**src/rtl/mem_stage_bridge.sv**
```systemverilog
// Memory-stage bridge: turns the core's M-stage load/store into a single
// ready/valid bus transaction. It holds the pipeline until the access retires
// and returns aligned, sign- or zero-extended load data.
// Optional feature macro: ALIGN_CHECK_EN. When it is defined, misaligned accesses
// are trapped and reported on adelM/adesM instead of being issued on the bus.
module mem_stage_bridge #(
    parameter int ADDR_W = 32,
    parameter int SIZE_W = 2
) (
    input  logic              clk,
    input  logic              rst,
    input  logic              memreadM,
    input  logic              memwriteM,
    input  logic [SIZE_W-1:0] sizeM,
    input  logic              signedM,
    input  logic [ADDR_W-1:0] aluoutM,
    input  logic [31:0]       writedataM,
    output logic [31:0]       readdataM,
    output logic              stallM,
    output logic              adelM,
    output logic              adesM,
    output logic              bus_req,
    output logic              bus_we,
    output logic [ADDR_W-1:0] bus_addr,
    output logic [3:0]        bus_wstrb,
    output logic [31:0]       bus_wdata,
    input  logic              bus_gnt,
    input  logic              bus_rvalid,
    input  logic [31:0]       bus_rdata
);

    typedef enum logic [1:0] {
        S_IDLE = 2'd0,
        S_REQ  = 2'd1,
        S_WAIT = 2'd2,
        S_DONE = 2'd3
    } state_t;

    state_t state, state_nxt;

    logic              op;
    logic              bad;
    logic [ADDR_W-1:0] addr_q;
    logic [SIZE_W-1:0] size_q;
    logic              sign_q;
    logic              we_q;
    logic [3:0]        wstrb_q;
    logic [31:0]       wdata_q;

    // Byte-lane enables for a store of the given size at the given offset.
    function automatic logic [3:0] lane_strobe(input logic [SIZE_W-1:0] sz,
                                               input logic [1:0] a);
        if (sz == SIZE_W'(0))
            return 4'b0001 << a;
        else if (sz == SIZE_W'(1))
            return a[1] ? 4'b1100 : 4'b0011;
        else
            return 4'b1111;
    endfunction

    // Replicates the right-justified store data across every lane it may occupy.
    function automatic logic [31:0] lane_wdata(input logic [SIZE_W-1:0] sz,
                                               input logic [31:0] d);
        if (sz == SIZE_W'(0))
            return {4{d[7:0]}};
        else if (sz == SIZE_W'(1))
            return {2{d[15:0]}};
        else
            return d;
    endfunction

    // Selects the addressed byte or half from the bus word and extends it.
    function automatic logic [31:0] load_extract(input logic [SIZE_W-1:0] sz,
                                                 input logic sgn,
                                                 input logic [1:0] a,
                                                 input logic [31:0] rd);
        logic [7:0]  b;
        logic [15:0] h;
        b = rd[{a, 3'b000} +: 8];
        h = rd[{a[1], 4'b0000} +: 16];
        if (sz == SIZE_W'(0))
            return {{24{sgn & b[7]}}, b};
        else if (sz == SIZE_W'(1))
            return {{16{sgn & h[15]}}, h};
        else
            return rd;
    endfunction

`ifdef ALIGN_CHECK_EN
    // A half must sit on an even byte and a word on a 4-byte boundary.
    function automatic logic misaligned(input logic [SIZE_W-1:0] sz,
                                        input logic [1:0] a);
        if (sz == SIZE_W'(0))
            return 1'b0;
        else if (sz == SIZE_W'(1))
            return a[0];
        else
            return a != 2'b00;
    endfunction

    assign bad = misaligned(sizeM, aluoutM[1:0]);
`else
    assign bad = 1'b0;
`endif

    assign op = memreadM | memwriteM;

    // State register; reset aborts any access in flight.
    always_ff @(posedge clk or negedge rst) begin
        if (!rst)
            state <= S_IDLE;
        else
            state <= state_nxt;
    end

    // Next-state, bus request and pipeline stall.
    always_comb begin
        state_nxt = state;
        stallM    = 1'b0;
        bus_req   = 1'b0;
        case (state)
            S_IDLE: begin
                if (op) begin
                    stallM    = 1'b1;
                    state_nxt = bad ? S_DONE : S_REQ;
                end
            end
            S_REQ: begin
                stallM  = 1'b1;
                bus_req = 1'b1;
                if (bus_gnt)
                    state_nxt = we_q ? S_DONE : S_WAIT;
            end
            S_WAIT: begin
                stallM = 1'b1;
                if (bus_rvalid)
                    state_nxt = S_DONE;
            end
            S_DONE: begin
                state_nxt = S_IDLE;
            end
            default: begin
                state_nxt = S_IDLE;
            end
        endcase
    end

    // Captures the access fields when a new op is accepted in IDLE.
    always_ff @(posedge clk or negedge rst) begin
        if (!rst) begin
            addr_q  <= '0;
            size_q  <= '0;
            sign_q  <= 1'b0;
            we_q    <= 1'b0;
            wstrb_q <= 4'b0000;
            wdata_q <= 32'h0;
        end else if (state == S_IDLE && op) begin
            addr_q  <= aluoutM;
            size_q  <= sizeM;
            sign_q  <= signedM;
            we_q    <= memwriteM;
            wstrb_q <= memwriteM ? lane_strobe(sizeM, aluoutM[1:0]) : 4'b0000;
            wdata_q <= memwriteM ? lane_wdata(sizeM, writedataM) : 32'h0;
        end
    end

    // Load result register; only updated by read data that arrives in WAIT.
    always_ff @(posedge clk or negedge rst) begin
        if (!rst)
            readdataM <= 32'h0;
        else if (state == S_WAIT && bus_rvalid)
            readdataM <= load_extract(size_q, sign_q, addr_q[1:0], bus_rdata);
    end

    assign bus_we    = we_q;
    assign bus_addr  = {addr_q[ADDR_W-1:2], 2'b00};
    assign bus_wstrb = wstrb_q;
    assign bus_wdata = wdata_q;

`ifdef ALIGN_CHECK_EN
    logic err_q;

    // Remembers whether the accepted access was trapped as misaligned.
    always_ff @(posedge clk or negedge rst) begin
        if (!rst)
            err_q <= 1'b0;
        else if (state == S_IDLE && op)
            err_q <= bad;
    end

    assign adelM = (state == S_DONE) & err_q & ~we_q;
    assign adesM = (state == S_DONE) & err_q & we_q;
`else
    assign adelM = 1'b0;
    assign adesM = 1'b0;
`endif

endmodule
```
**config.mk**
```make
export PLATFORM = sky130hd
export DESIGN_NAME = mem_stage_bridge
export DESIGN_NICKNAME = d
export VERILOG_FILES = /design/src/rtl/mem_stage_bridge.sv
export SDC_FILE = /design/constraint.sdc
export NUM_CORES = 1
export LEC_CHECK = 0
export ABC_AREA = 1
export BUFFER_PORTS_ARGS = -buffer_cell sky130_fd_sc_hd__buf_2
export CAP_MARGIN = 0
export CORE_AREA = 2 2 106 108
export DETAILED_ROUTE_END_ITERATION = 6
export DIE_AREA = 0 0 108 110
export PLACE_DENSITY = 0.84
export RECOVER_POWER = 50
export SYNTH_ARGS = -nofsm -noshare
export SYNTH_HDL_FRONTEND = slang
export SYNTH_SLANG_ARGS = --single-unit
export TNS_END_PERCENT = 1
```
**constraint.sdc**
```tcl
create_clock -name clk -period 2.4 [get_ports clk]
set_input_delay 0.12 -clock clk [delete_from_list [all_inputs] [get_ports clk]]
set_output_delay 0.12 -clock clk [all_outputs]
set_load 0.02 [all_outputs]
```
==> results of run 1 <==
kinds of logic after synthesis:
group                      share of synthesized area
buffers and inverters                         0.1252
other                                      0.0006668
DFF                                           0.4716
and+or+nand+nor                               0.3050
AOI/OAI and AO/OA                            0.08409
adders and majority gates                    0.01335
sequential cells by signal, indices dropped and copies added, names as in the netlist:
| name | flops |
|---|---|
| bus_we | 1 |
| bus_wstrb | 4 |
| sign_q | 1 |
| state | 2 |
| size_q | 2 |
| readdataM | 32 |
| addr_q | 32 |
| bus_wdata | 32 |
worst max-delay path by stage:
stage / from / endpoint / slack, ps / cells past startpoint
3_3_place_gp: state[0] / bus_wdata[16] / 720 / 6
3_5_place_dp: state[0] / bus_wdata[16] / 560 / 6
4_1_cts: state[0] / stallM / 330 / 7
5_1_grt: state[1] / stallM / 160 / 7
2_1_floorplan: state[0] / stallM / 740 / 7
6_report: state[0] / stallM / 350 / 7
cells in the mapped netlist (all sizes together) (6+ instances only):
cell / number / area [sq um]
a21oi: 30 / 161.4
inv: 66 / 250.3
dfrtp: 106 / 2653
buf: 51 / 374.1
nand2: 320 / 1204
ha: 6 / 75.07
nand3: 49 / 275.3
nor2: 51 / 217.7
o21ai: 59 / 295.3
clkbuf: 21 / 80.07
repair_timing:
item / in CTS / in global routing
hold endpoints to repair: 67 / 0
hold buffers: 32 / 0
gates resized for setup: 0 / 0
report_power, final:
| group | leakage (uW) | switching (uW) | total, uW | internal (uW) |
|---|---|---|---|---|
| Combinational | 0.00239 | 3010 | 4330 | 1320 |
| Clock | 0.000112 | 623 | 1180 | 555 |
| Sequential | 0.00134 | 546 | 3140 | 2590 |
worst reg2reg max path, cell delays in order, from the launching register on:
cell and delay (ps):
dfrtp_1 460, inv_1 140, ha_1 180, inv_1 60, a21oi_4 170, nand2_2 370, o21ai_0 360
metrics by stage:
| step | util | worst slack, ps | instances |
|---|---|---|---|
| after floorplan | - | 738.8 | 767 |
| after global placement | 0.6069 | 724.2 | 1051 |
| after detailed placement | 0.6069 | 563.4 | 1051 |
| after CTS | 0.6573 | 330.4 | 1099 |
| after global routing | 0.6481 | 161.8 | 1099 |
| final | 0.6481 | 345.1 | 1099 |
area by class of cell:
| class | count | area (sq um) |
|---|---|---|
| well taps | 140 | 175.2 |
| repair buffers | 248 | 1358 |
| clock inverters | 5 | 67.56 |
| fillers | 965 | 3765 |
| flip-flops and latches | 106 | 2653 |
| multi-input cells | 523 | 2278 |
| clock buffers | 11 | 151.4 |
| inverters | 66 | 250.2 |
metal layers:
metal  up-vias  GRT usage  share of wire
li1       2689          -              -
met1      2392     0.3109           0.40
met2       259     0.4232           0.47
met3        43    0.06820          0.088
met4         0     0.1099          0.034
met5         -          0              0
==> impl_metrics.json, run 1 <==
{
  "status": "finished, final reports clean",
  "ff2ff_setup_slack_ps": 590,
  "fmax_ghz": 0.4867,
  "critPathCaptureType": "output pin",
  "finClkSkew_ps": 17.10,
  "yosysUniqueCellTypes": 29,
  "grt_start_max_net_pins": 48,
  "vias_per_cell": 4.898,
  "crit_fanout": 22,
  "core_area_sq_mm": 0.01070,
  "slew_headroom": 0.3495,
  "hp-class": "input pin to flop",
  "fin_crit_ps": 2055,
  "layout_common_cells": "nand2_1 (319), buf_2 (127), dfrtp_1 (106)",
  "placementRows": 38,
  "required_ps": 2280,
  "routed_wl_microns": 14890,
  "slowest_delay_ps": 460,
  "synth_top_flop_cell": "dfrtp_1",
  "fin_area_sq_mm": 0.006933,
  "ys_ff_latch": 106,
  "place_congestion": 0.9178,
  "period_share": 0.8562,
  "worstHoldStart": "aluoutM[0]",
  "grt_pass1_vias": 4992,
  "rsz0062_at_grt": "false",
  "grt_use_total": 0.2533,
  "worstHoldEndpoint": "addr_q[0]",
  "drt-initial-drc-count": 408,
  "io_pins": 210,
  "die_w_microns": 108,
  "holdWs_ps": 25.95,
  "portBuffers": 205,
  "worst-setup-path-type": "flop to output pin",
  "die_area_sq_mm": 0.01188,
  "cts_tree": "done",
  "dr.pass1.iters": 5,
  "insertion_delay_ps": 370,
  "htreeDepth": 3,
  "nets": 1065,
  "r2r_end": "bus_wdata[16]",
  "totalPowerFinal_uw": 8645,
  "netlist_area_sq_mm": 0.005624,
  "power.leakage_uw": 0.003834,
  "critical_path.cell_chain": "inv_1, ha_1, inv_1, a21oi_4, inv_2, a21oi_1, buf_2",
  "worstMarginPinSlew_ps": 975.8,
  "critPathSlowestCell": "dfrtp_1",
  "chipHeight_microns": 110,
  "grt_pass1_wl_microns": 23620,
  "power.density_mw_per_mm2": 1247,
  "ant_nets": 0,
  "worstPathArrival_ps": 1930,
  "num_antenna_cells": 0,
  "dp_hpwl_microns": 10460,
  "cp_num_buf_inv": 4,
  "cts_buffer_depth": 2,
  "start_util": 0.5257,
  "crit_path_frequent_cell": "inv_1",
  "wl_per_cell_microns": 13.55,
  "final-setup-viol-count": 0,
  "synth_area_per_cell_sq_um": 7.361,
  "maxSlewViolCount": 0,
  "r2r_start": "state[0]",
  "synthCells": 764,
  "drcViolationCount": 0,
  "finalHoldViolCount": 0,
  "layout_commonest_cell": "nand2_1",
  "post_dp_cell_area_sq_mm": 0.006492,
  "synth-edff-count": 0,
  "via_count": 5383,
  "peakVddDrop_uv": 539.3,
  "yosys_warnings": 0,
  "clkSinkCount": 106,
  "r2r_cells": 6,
  "antenna_found_initial": 0,
  "hold_depth": 3,
  "grt-ovfl-total": 0,
  "async_flop_share": 1.000,
  "ys_seq_area_frac": 0.4716,
  "cts_buffers": 9,
  "cts_root_buf": "clkbuf_8",
  "path_delay_family": "buffers and inverters",
  "path_clk_slew_ps": 100,
  "layout-drive-gt1-share": 0.1783,
  "fin_setup_tns_ps": 0,
  "maxCapViolCount": 0,
  "post_cts_buffers": 0,
  "crit_path_start_kind": "flop",
  "area_growth_pct": 23.27
}
Power figures use the tool's default switching activity.
==> run 2, diff against run 1 <==
--- a/config.mk
+++ b/config.mk
@@ -8,10 +8,12 @@
 export ABC_AREA = 1
 export BUFFER_PORTS_ARGS = -buffer_cell sky130_fd_sc_hd__buf_2
 export CAP_MARGIN = 0
-export CORE_AREA = 2 2 106 108
+export CELL_PAD_IN_SITES_DETAIL_PLACEMENT = 1
+export CELL_PAD_IN_SITES_GLOBAL_PLACEMENT = 2
+export CORE_AREA = 2 2 143 145
 export DETAILED_ROUTE_END_ITERATION = 6
-export DIE_AREA = 0 0 108 110
-export PLACE_DENSITY = 0.84
+export DIE_AREA = 0 0 145 147
+export PLACE_DENSITY_LB_ADDON = 0.1
 export RECOVER_POWER = 50
 export SYNTH_ARGS = -nofsm -noshare
 export SYNTH_HDL_FRONTEND = slang
==> constraint.sdc (replaced) <==
create_clock -name clk -period 2.4 [get_ports clk]
set_input_delay 0.24 -clock clk [delete_from_list [all_inputs] [get_ports clk]]
set_output_delay 0.24 -clock clk [all_outputs]
set_load 0.02 [all_outputs]
==> run 2 against run 1 <==
Clock skew shrank 9.9 ps. Wire length grew 27%. Sequential power grew 2%. Count of clock-buffer cells in the layout shrank 1. Total power grew 8.0%. Sequential share of layout area grew 0.083 points. Worst hold slack gained 61 ps. Critical path type unchanged. Critical endpoint unchanged. Largest cell class unchanged.
==> impl_metrics.json, run 2 (synthesis results as in run 1) <==
{
  "path_clk_slew_ps": 70,
  "dr.pass1.iters": 4,
  "fin_setup_tns_ps": 0,
  "cp_num_buf_inv": 4,
  "portBuffers": 205,
  "final-setup-viol-count": 0,
  "maxCapViolCount": 0,
  "r2r_start": "state[0]",
  "critPathCaptureType": "output pin",
  "grt_pass1_wl_microns": 30880,
  "clkSinkCount": 106,
  "worst-setup-path-type": "flop to output pin",
  "insertion_delay_ps": 350,
  "cts_root_buf": "clkbuf_16",
  "num_antenna_cells": 0,
  "crit_path_start_kind": "flop",
  "start_util": 0.2834,
  "antenna_found_initial": 0,
  "routed_wl_microns": 18980,
  "grt_start_max_net_pins": 45,
  "grt_use_total": 0.1823,
  "via_count": 5365,
  "ant_nets": 0,
  "totalPowerFinal_uw": 9337,
  "required_ps": 2160,
  "maxSlewViolCount": 0,
  "finalHoldViolCount": 0,
  "hp-class": "input pin to flop",
  "slew_headroom": 0.2907,
  "status": "finished, final reports clean",
  "layout_commonest_cell": "nand2_1",
  "vias_per_cell": 4.482,
  "worstPathArrival_ps": 1860,
  "layout-drive-gt1-share": 0.2114,
  "die_area_sq_mm": 0.02132,
  "startpoint": "state[0]",
  "die_w_microns": 145,
  "grt_pass1_vias": 5972,
  "core_area_sq_mm": 0.01984,
  "crit_fanout": 32,
  "wl_per_cell_microns": 15.86,
  "worstMarginPinSlew_ps": 1064,
  "critical_path.cell_chain": "inv_1, ha_1, inv_1, a21oi_4, inv_4, a21oi_1, buf_2",
  "area_growth_pct": 23.00,
  "path_delay_family": "buffers and inverters",
  "placementRows": 52,
  "grt-ovfl-total": 0,
  "io_pins": 210,
  "drt-initial-drc-count": 134,
  "critPathSlowestCell": "dfrtp_1",
  "cts_buffers": 9,
  "place_congestion": 0.8274,
  "drcViolationCount": 0,
  "power.leakage_uw": 0.003843,
  "slowest_delay_ps": 470,
  "power.density_mw_per_mm2": 1350,
  "layout_common_cells": "nand2_1 (319), buf_2 (154), dfrtp_1 (106)",
  "peakVddDrop_uv": 424.9,
  "htreeDepth": 3,
  "worstHoldStart": "aluoutM[22]",
  "nets": 1034,
  "period_share": 0.8736,
  "ff2ff_setup_slack_ps": 330,
  "dp_hpwl_microns": 14030,
  "cts_buffer_depth": 2,
  "chipHeight_microns": 147,
  "cts_tree": "done",
  "crit_path_frequent_cell": "inv_1",
  "rsz0062_at_grt": "false",
  "finClkSkew_ps": 7.230,
  "fmax_ghz": 0.4770,
  "fin_crit_ps": 2097
}
[run 2: per-stage QoR]
step	cell area, sq um	util	hold slack (ps)	setup slack, ps	instances
3_3_place_gp	6643	0.3347	135.3	226.6	1181
4_1_cts	6994	0.3525	70.99	10.97	1197
2_1_floorplan	5635	-	-55.59	618.8	767
3_5_place_dp	6643	0.3347	137.8	42.13	1181
6_report	6918	0.3486	86.73	303.5	1197
5_1_grt	6918	0.3486	83.05	2.933	1197
[run 2: power breakdown]
part | switching (uW) | internal [uW] | total, uW
Clock | 687 | 1040 | 1730
Combinational | 3100 | 1320 | 4420
Sequential | 594 | 2600 | 3190
Total | 4380 | 4960 | 9340
[run 2: worst paths after layout]
check	cells after the start	to
max	7	stallM
min	3	addr_q[22]
max reg2reg	7	bus_wdata[18]
min reg2reg	2	addr_q[17]
max in group asynchronous	3	addr_q[14]
min in group asynchronous	2	readdataM[6]
[run 2: timing repair]
action,in CTS,in global routing
endpoints found under the setup margin,0,37
endpoints found under the hold margin,11,0
buffers inserted,0,0
hold buffers,1,0
gates resized for setup,0,3
[run 2: tightest hold or removal path, stage by stage]
cell and delay [ps]:
buf_2 70, nand2_1 40, nand2_1 50
[run 2: per-layer routing]
metal  vias up  part of all wire  wire (microns)  global-route usage
li1       2627                 -               -                   -
met1      2585              0.41            7873              0.2157
met2       131              0.51            9626              0.3229
met3        22             0.059            1113             0.04814
met4         0             0.019             368             0.05941
met5         -                 0               0                   0
[run 2: layout make-up]
cell class	instances	area, sq um
tap	270	337.8
multi-input combinational	523	2283
sequential	106	2653
timing repair buffer	217	1050
fill	2560	12930
clock buffer	10	239.0
clock inverter	5	102.6
inverter	66	252.7
